### config.mk
export PLATFORM = sky130hd
export DESIGN_NAME = smpc_pad_scan
export DESIGN_NICKNAME = d
export VERILOG_FILES = /design/src/rtl/smpc_pkg.sv /design/src/rtl/smpc_port_sync.sv /design/src/rtl/smpc_pad_scan.sv
export SDC_FILE = /design/constraint.sdc
export NUM_CORES = 1
export LEC_CHECK = 0
export ABC_AREA = 1
export BUFFER_PORTS_ARGS = -buffer_cell sky130_fd_sc_hd__clkbuf_2
export CAP_MARGIN = 25
export CORE_UTILIZATION = 35
export CTS_CLUSTER_DIAMETER = 40
export DETAILED_ROUTE_END_ITERATION = 12
export GPL_TIMING_DRIVEN = 0
export HOLD_SLACK_MARGIN = 0.06
export PLACE_DENSITY = 0.56
export SLEW_MARGIN = 20
export SYNTH_ARGS = -nofsm -noshare
export SYNTH_HDL_FRONTEND = slang
export SYNTH_SLANG_ARGS = --single-unit
### constraint.sdc
create_clock -name CLK -period 2.3 [get_ports CLK]
set_clock_uncertainty 0.15 [all_clocks]
set_input_delay 0.46 -clock CLK [delete_from_list [all_inputs] [get_ports CLK]]
set_output_delay 0.46 -clock CLK [all_outputs]
set_load 0.005 [all_outputs]
### src/rtl/smpc_pkg.sv
`default_nettype none
// ============================================================================
//  Module      : smpc_pkg
//  Description : Shared types and constants for the Saturn digital-pad scanner
//  Revision    : 1.0  initial release
// ============================================================================
package smpc_pkg;

    // Scan sequencer states
    typedef enum logic [1:0] {
        IDLE   = 2'd0,
        SETTLE = 2'd1,
        NEXT   = 2'd2,
        COMMIT = 2'd3
    } scan_state_t;

    // {TH,TR} select value for each of the four pad phases
    localparam logic [1:0] PH_SEL [4] = '{2'b00, 2'b01, 2'b10, 2'b11};

    // ID bits returned in phase 3 by a standard digital pad
    localparam logic [2:0]  PAD_ID_STD = 3'b100;

    // Button word reported when no standard pad is present
    localparam logic [15:0] PAD_NONE   = 16'hFFFF;

    // TH and TR are outputs, TL and D3..D0 are inputs
    localparam logic [6:0]  PORT_OE    = 7'b1100000;

    // Port drive while not being scanned: {TH,TR}=11, data bits low
    localparam logic [6:0]  PORT_IDLE  = 7'b1100000;

    // True when the phase-3 nibble identifies a standard pad
    function automatic logic pad_conn(input logic [3:0] ph3);
        return (ph3[2:0] == PAD_ID_STD);
    endfunction

    // Pack the four phase nibbles into the active-low button word
    function automatic logic [15:0] pad_word(input logic [3:0] ph0,
                                             input logic [3:0] ph1,
                                             input logic [3:0] ph2,
                                             input logic [3:0] ph3);
        if (pad_conn(ph3)) begin
            return {ph2, ph1, ph0, ph3[3], 3'b111};
        end
        return PAD_NONE;
    endfunction

endpackage
`default_nettype wire

### src/rtl/smpc_port_sync.sv
`default_nettype none
// ============================================================================
//  Module      : smpc_port_sync
//  Description : Two-flop synchroniser for one controller port's input pins
//  Revision    : 1.0  initial release
// ============================================================================
module smpc_port_sync #(
    parameter int WIDTH = 7
) (
    input  logic             CLK,
    input  logic             RST_N,
    input  logic [WIDTH-1:0] i_d,
    output logic [WIDTH-1:0] o_q
);

    logic [WIDTH-1:0] r_meta;
    logic [WIDTH-1:0] r_sync;

    // Free-running double flop; pins idle high, so reset to all ones
    always_ff @(posedge CLK or negedge RST_N) begin
        if (!RST_N) begin
            r_meta <= '1;
            r_sync <= '1;
        end else begin
            r_meta <= i_d;
            r_sync <= r_meta;
        end
    end

    assign o_q = r_sync;

endmodule
`default_nettype wire

### src/rtl/smpc_pad_scan.sv
`default_nettype none
// ============================================================================
//  Module      : smpc_pad_scan
//  Description : Scans both Saturn pad ports through four TH/TR phases and
//                publishes packed active-low button words plus connect flags
//  Revision    : 1.0  initial release
// ============================================================================
module smpc_pad_scan #(
    parameter int SETTLE_CYCLES = 16
) (
    input  logic        CLK,
    input  logic        RST_N,
    input  logic        CE,
    input  logic        START,
    output logic        BUSY,
    output logic        DONE,
    input  logic [6:0]  P1I,
    input  logic [6:0]  P2I,
    output logic [6:0]  P1O,
    output logic [6:0]  P2O,
    output logic [6:0]  P1OE,
    output logic [6:0]  P2OE,
    output logic [15:0] PAD1,
    output logic [15:0] PAD2,
    output logic        PAD1_CONN,
    output logic        PAD2_CONN
);
    import smpc_pkg::*;

    localparam logic [7:0] c_cnt_reload = 8'(SETTLE_CYCLES - 1);

    logic [6:0]  w_p1_sync;
    logic [6:0]  w_p2_sync;
    logic        w_sync_unused;

    scan_state_t r_state;
    scan_state_t w_state_nxt;
    logic [7:0]  r_cnt;
    logic        r_port;            // 0 = port 1, 1 = port 2
    logic [1:0]  r_phase;
    logic        w_port_nxt;
    logic [1:0]  w_phase_nxt;
    logic [1:0][3:0][3:0] r_shadow; // [port][phase] nibbles
    logic [6:0]  r_p1o;
    logic [6:0]  r_p2o;
    logic [6:0]  w_p1o_nxt;
    logic [6:0]  w_p2o_nxt;
    logic [15:0] r_pad1;
    logic [15:0] r_pad2;
    logic        r_conn1;
    logic        r_conn2;
    logic        r_busy;
    logic        r_done;

    smpc_port_sync #(.WIDTH(7)) u_sync_p1 (
        .CLK   (CLK),
        .RST_N (RST_N),
        .i_d   (P1I),
        .o_q   (w_p1_sync)
    );

    smpc_port_sync #(.WIDTH(7)) u_sync_p2 (
        .CLK   (CLK),
        .RST_N (RST_N),
        .i_d   (P2I),
        .o_q   (w_p2_sync)
    );

    // TH/TR/TL echoes are synchronised but the standard-pad protocol ignores them
    assign w_sync_unused = ^{w_p1_sync[6:4], w_p2_sync[6:4]};

    // Next state, next port/phase and the select lines for the coming tick
    always_comb begin
        w_state_nxt = r_state;
        w_port_nxt  = r_port;
        w_phase_nxt = r_phase;
        w_p1o_nxt   = PORT_IDLE;
        w_p2o_nxt   = PORT_IDLE;
        case (r_state)
            IDLE: begin
                if (START) begin
                    w_state_nxt = SETTLE;
                    w_port_nxt  = 1'b0;
                    w_phase_nxt = 2'd0;
                end
            end
            SETTLE: begin
                if (r_cnt == 8'd0) begin
                    w_state_nxt = NEXT;
                end
            end
            NEXT: begin
                if (r_port && (r_phase == 2'd3)) begin
                    w_state_nxt = COMMIT;
                end else begin
                    w_state_nxt = SETTLE;
                    {w_port_nxt, w_phase_nxt} = {r_port, r_phase} + 3'd1;
                end
            end
            COMMIT: begin
                w_state_nxt = IDLE;
            end
            default: begin
                w_state_nxt = IDLE;
            end
        endcase
        // The select is held through NEXT so the pad sees a stable phase
        if ((w_state_nxt == SETTLE) || (w_state_nxt == NEXT)) begin
            if (w_port_nxt) begin
                w_p2o_nxt = {PH_SEL[w_phase_nxt], 5'b00000};
            end else begin
                w_p1o_nxt = {PH_SEL[w_phase_nxt], 5'b00000};
            end
        end
    end

    // Sequencer registers, settle counter, shadow capture and output commit
    always_ff @(posedge CLK or negedge RST_N) begin
        if (!RST_N) begin
            r_state  <= IDLE;
            r_cnt    <= 8'd0;
            r_port   <= 1'b0;
            r_phase  <= 2'd0;
            r_shadow <= '1;
            r_p1o    <= PORT_IDLE;
            r_p2o    <= PORT_IDLE;
            r_pad1   <= PAD_NONE;
            r_pad2   <= PAD_NONE;
            r_conn1  <= 1'b0;
            r_conn2  <= 1'b0;
            r_busy   <= 1'b0;
            r_done   <= 1'b0;
        end else if (CE) begin
            r_state <= w_state_nxt;
            r_port  <= w_port_nxt;
            r_phase <= w_phase_nxt;
            r_p1o   <= w_p1o_nxt;
            r_p2o   <= w_p2o_nxt;
            r_done  <= (r_state == COMMIT);
            case (r_state)
                IDLE: begin
                    if (START) begin
                        r_busy <= 1'b1;
                        r_cnt  <= c_cnt_reload;
                    end
                end
                SETTLE: begin
                    if (r_cnt == 8'd0) begin
                        r_shadow[r_port][r_phase] <= r_port ? w_p2_sync[3:0]
                                                            : w_p1_sync[3:0];
                    end else begin
                        r_cnt <= r_cnt - 8'd1;
                    end
                end
                NEXT: begin
                    r_cnt <= c_cnt_reload;
                end
                COMMIT: begin
                    r_busy  <= 1'b0;
                    r_pad1  <= pad_word(r_shadow[0][0], r_shadow[0][1],
                                        r_shadow[0][2], r_shadow[0][3]);
                    r_pad2  <= pad_word(r_shadow[1][0], r_shadow[1][1],
                                        r_shadow[1][2], r_shadow[1][3]);
                    r_conn1 <= pad_conn(r_shadow[0][3]);
                    r_conn2 <= pad_conn(r_shadow[1][3]);
                end
                default: begin
                    r_busy <= 1'b0;
                end
            endcase
        end
    end

    assign BUSY      = r_busy;
    assign DONE      = r_done;
    assign P1O       = r_p1o;
    assign P2O       = r_p2o;
    assign P1OE      = PORT_OE;
    assign P2OE      = PORT_OE;
    assign PAD1      = r_pad1;
    assign PAD2      = r_pad2;
    assign PAD1_CONN = r_conn1;
    assign PAD2_CONN = r_conn2;

endmodule
`default_nettype wire

==> results.toml <==
[finish]
antenna_cells = 0
nets = 511
multi_input_area_sq_um = 1380
design_area_sq_um = 4990
fill_cells = 1122
seq_area_sq_um = 2470
drive_gt1_share_pct = 39.6
synthToLayoutAreaGrowth_pct = 21.0
final_cells = 636
final_core_util_pct = 43.5

[power_and_ir_drop]
powerDensity_nw_per_um2 = 1060
power.total_w = 0.00527
p_leak_nw = 2.25
ir_drop_uv = 752

[placement]
portBuffers = 45
dp_cells = 612
place_area_sq_um = 4640
dp_hpwl_mm = 5.53
place.gp.congestion = 0.822

[critical_path]
start_kind = "register"
path_max_fanout = 8
endpoint_kind = "register"
crit_arrival_ps = 2100
crit_required_ps = 2410
path_class = "reg2reg"
worstRegToRegCells = 8

[detailed_routing]
drt-pass1-iter-count = 4
ant_nets = 0
drt_iter0_drc = 111
vias_per_cell = 4.44
wl_per_cell_um = 12.4
finalWirelength_mm = 7.89
vias = 2825
remaining_drc_errors = 0

[global_route]
grt_max_degree = 96
grt_usage_pct = 14.2
grt_overflow = 0
grt_first_pass_wirelength_mm = 13.8
grt_pass1_vias = 2777
antenna_found_initial = 0

[timing]
min_period_ps = 1990
slew_viol_final = 0
max_slew_margin_pct = 51.7
hold_viol = 0
setup_viol = 0
worstMarginPinSlew_ps = 724
rsz0062_at_grt = "no"
fmax_mhz = 502
fin_crit_sh_pct = 86.7
setup-tns-final_ps = 0

[yosys]
synth_top_family_by_area = "simple AND/OR/NAND/NOR gates"
synth_top_cell_area_share_pct = 49.7
synth_cell_type_count = 30
synth-seq-cells = 95
synth_area_sq_um = 4130
synthTopCellsByArea = "dfstp_2 50%, dfrtp_1 10%, nand2_1 8.2%, buf_4 5.6%, o22a_1 5.5%"
yosysWarnings = 0
synth_ff_type = "dfstp_2"
yosys-mux-area-fraction_pct = 0
synth_fa_ha_area_share_pct = 1.52
synth_edf_count = 0
synth_compound_area_share_pct = 12.6
seq_area_frac_synth_pct = 60.0
yosys.area.top_type = "dfstp_2"
syn_avg_cell_area_sq_um = 10.4
synth_simple_gate_area_share_pct = 16.2
syn_inst = 396
synth_xor_area_share_pct = 0.425
synth_async_sr_flop_share_pct = 100

[die]
io_pins = 82
dieArea_sq_um = 12200
core.rowCount = 39
fp.dieH_um = 111
initial_core_util_pct = 36.0
core_area_sq_um = 11500
die_x_um = 111

[cts]
cts_tree = "done"
cts_max_path_buffers = 2
clkLatencyLatePin_ps = 340
htreeDepth = 3
cts_setup_buffers = 0
numCtsBuffers = 9
cts.sinks = 95
clk_pin_slew_ps = 70
clockRootBuffer = "clkbuf_16"

[flow_run]
drv_cap = 0

[run_status]
outcome = "complete, no violations"

[worst_hold_path]
worstHoldPathType = "in2async"
==> sequential cells by signal (all words and copies together), names as in the netlist <==
signal and count:
P1O 2, PAD2 13, PAD2_CONN 1, u_sync_p2.r_meta 4
DONE 1, r_phase 2, P2O 2, r_state 2
u_sync_p2.o_q 4, r_shadow 32, r_cnt 8, PAD1_CONN 1
u_sync_p1.r_meta 4, r_port 1, u_sync_p1.o_q 4, BUSY 1
PAD1 13
==> through the flow <==
stage	worst slack [ps]	hold WS [ps]
global placement	-487	196
CTS	292	68.0
detailed placement	308	197
finish	307	48.3
global route	137	111
floorplan	603	14.4
==> placed cells by master (no fill, tap or decap), drive strengths merged, types with 19 or more instances in the layout <==
cell,count
o22a,26
conb,30
inv,32
nor2,21
buf,35
nand2,92
dfstp,78
nand3,19
clkbuf,59
o21ai,52
==> path summary, 6_finish.rpt <==
| check | startpoint | end | slack, ps |
|---|---|---|---|
| min reg2reg | u_sync_p2.r_meta[0]$_DFF_PN1_ | u_sync_p2.o_q[0]$_DFF_PN1_ | 200 |
| max in group asynchronous | RST_N | BUSY$_DFFE_PN0P_ | 1460 |
| min in group CLK | u_sync_p2.r_meta[0]$_DFF_PN1_ | u_sync_p2.o_q[0]$_DFF_PN1_ | 200 |
| max reg2reg | r_cnt[0]$_DFFE_PN0P_ | r_shadow[16]$_DFFE_PN1P_ | 310 |
| min | RST_N | PAD2_CONN$_DFFE_PN0P_ | 50 |
| max | r_cnt[0]$_DFFE_PN0P_ | r_shadow[16]$_DFFE_PN1P_ | 310 |
==> cells in the mapped netlist, types with 3 or more instances <==
cell type	n
nor2_2	3
nand3_2	6
nand3_1	12
nor3_1	4
nor2_1	14
buf_4	31
dfstp_2	78
o21ai_0	29
inv_1	26
buf_2	3
clkbuf_1	3
nor2_4	3
dfrtp_1	17
ha_1	5
nand2_1	90
o22a_1	26
inv_2	4
a21oi_1	3
o21ai_1	23
==> layout make-up <==
class                   instances  share of cell area, %
well taps                     143                   3.59
flip-flops and latches         95                   49.6
plain buffers                  38                   5.27
repair buffers                 53                   6.29
clock inverters                 5                  0.677
multi-input cells             261                   27.7
inverters                      30                   2.26
clock buffers                  11                   4.66
==> where the power goes <==
part           leakage (nW)  internal (W)  switching [W]  total [W]
clock                 0.134      0.000736       0.000615    0.00135
sequential             1.03       0.00233       0.000255    0.00258
combinational          1.08      0.000658       0.000679    0.00134
total                  2.25       0.00372        0.00155    0.00527
==> critical path, cell delays in order, from the launching register on <==
cell and delay (ps):
dfrtp_1 360, inv_1 140, ha_1 260, nand2_1 110, nor2_4 180, nand2_2 120, nor2_8 180, nand3_2 200
o21ai_1 210
==> metal layers <==
layer	vias to the layer above	GRT usage (%)	routed length, um
met3	9	3.46	329
met2	56	23.4	3790
met1	1330	18.0	3680
met5	-	0	0
li1	1430	-	-
met4	0	5.33	99
==> what timing repair did <==
item / 4_1_cts / 5_1_grt
gates resized for setup: 0 / 0
endpoints found under the hold margin: 8 / 0
hold buffers: 8 / 0
==> logic make-up (layout without fill, tap and decap cells) <==
group / count (synthesis) / count (layout)
other: 2 / 30
AND/OR/NAND/NOR: 141 / 141
buffers and inverters: 68 / 137
XOR/XNOR: 2 / 2
flip-flops: 95 / 95
AO/OA/AOI/OAI: 83 / 83
adder cells (fa/ha/maj): 5 / 5
Power figures use the tool's default switching activity.
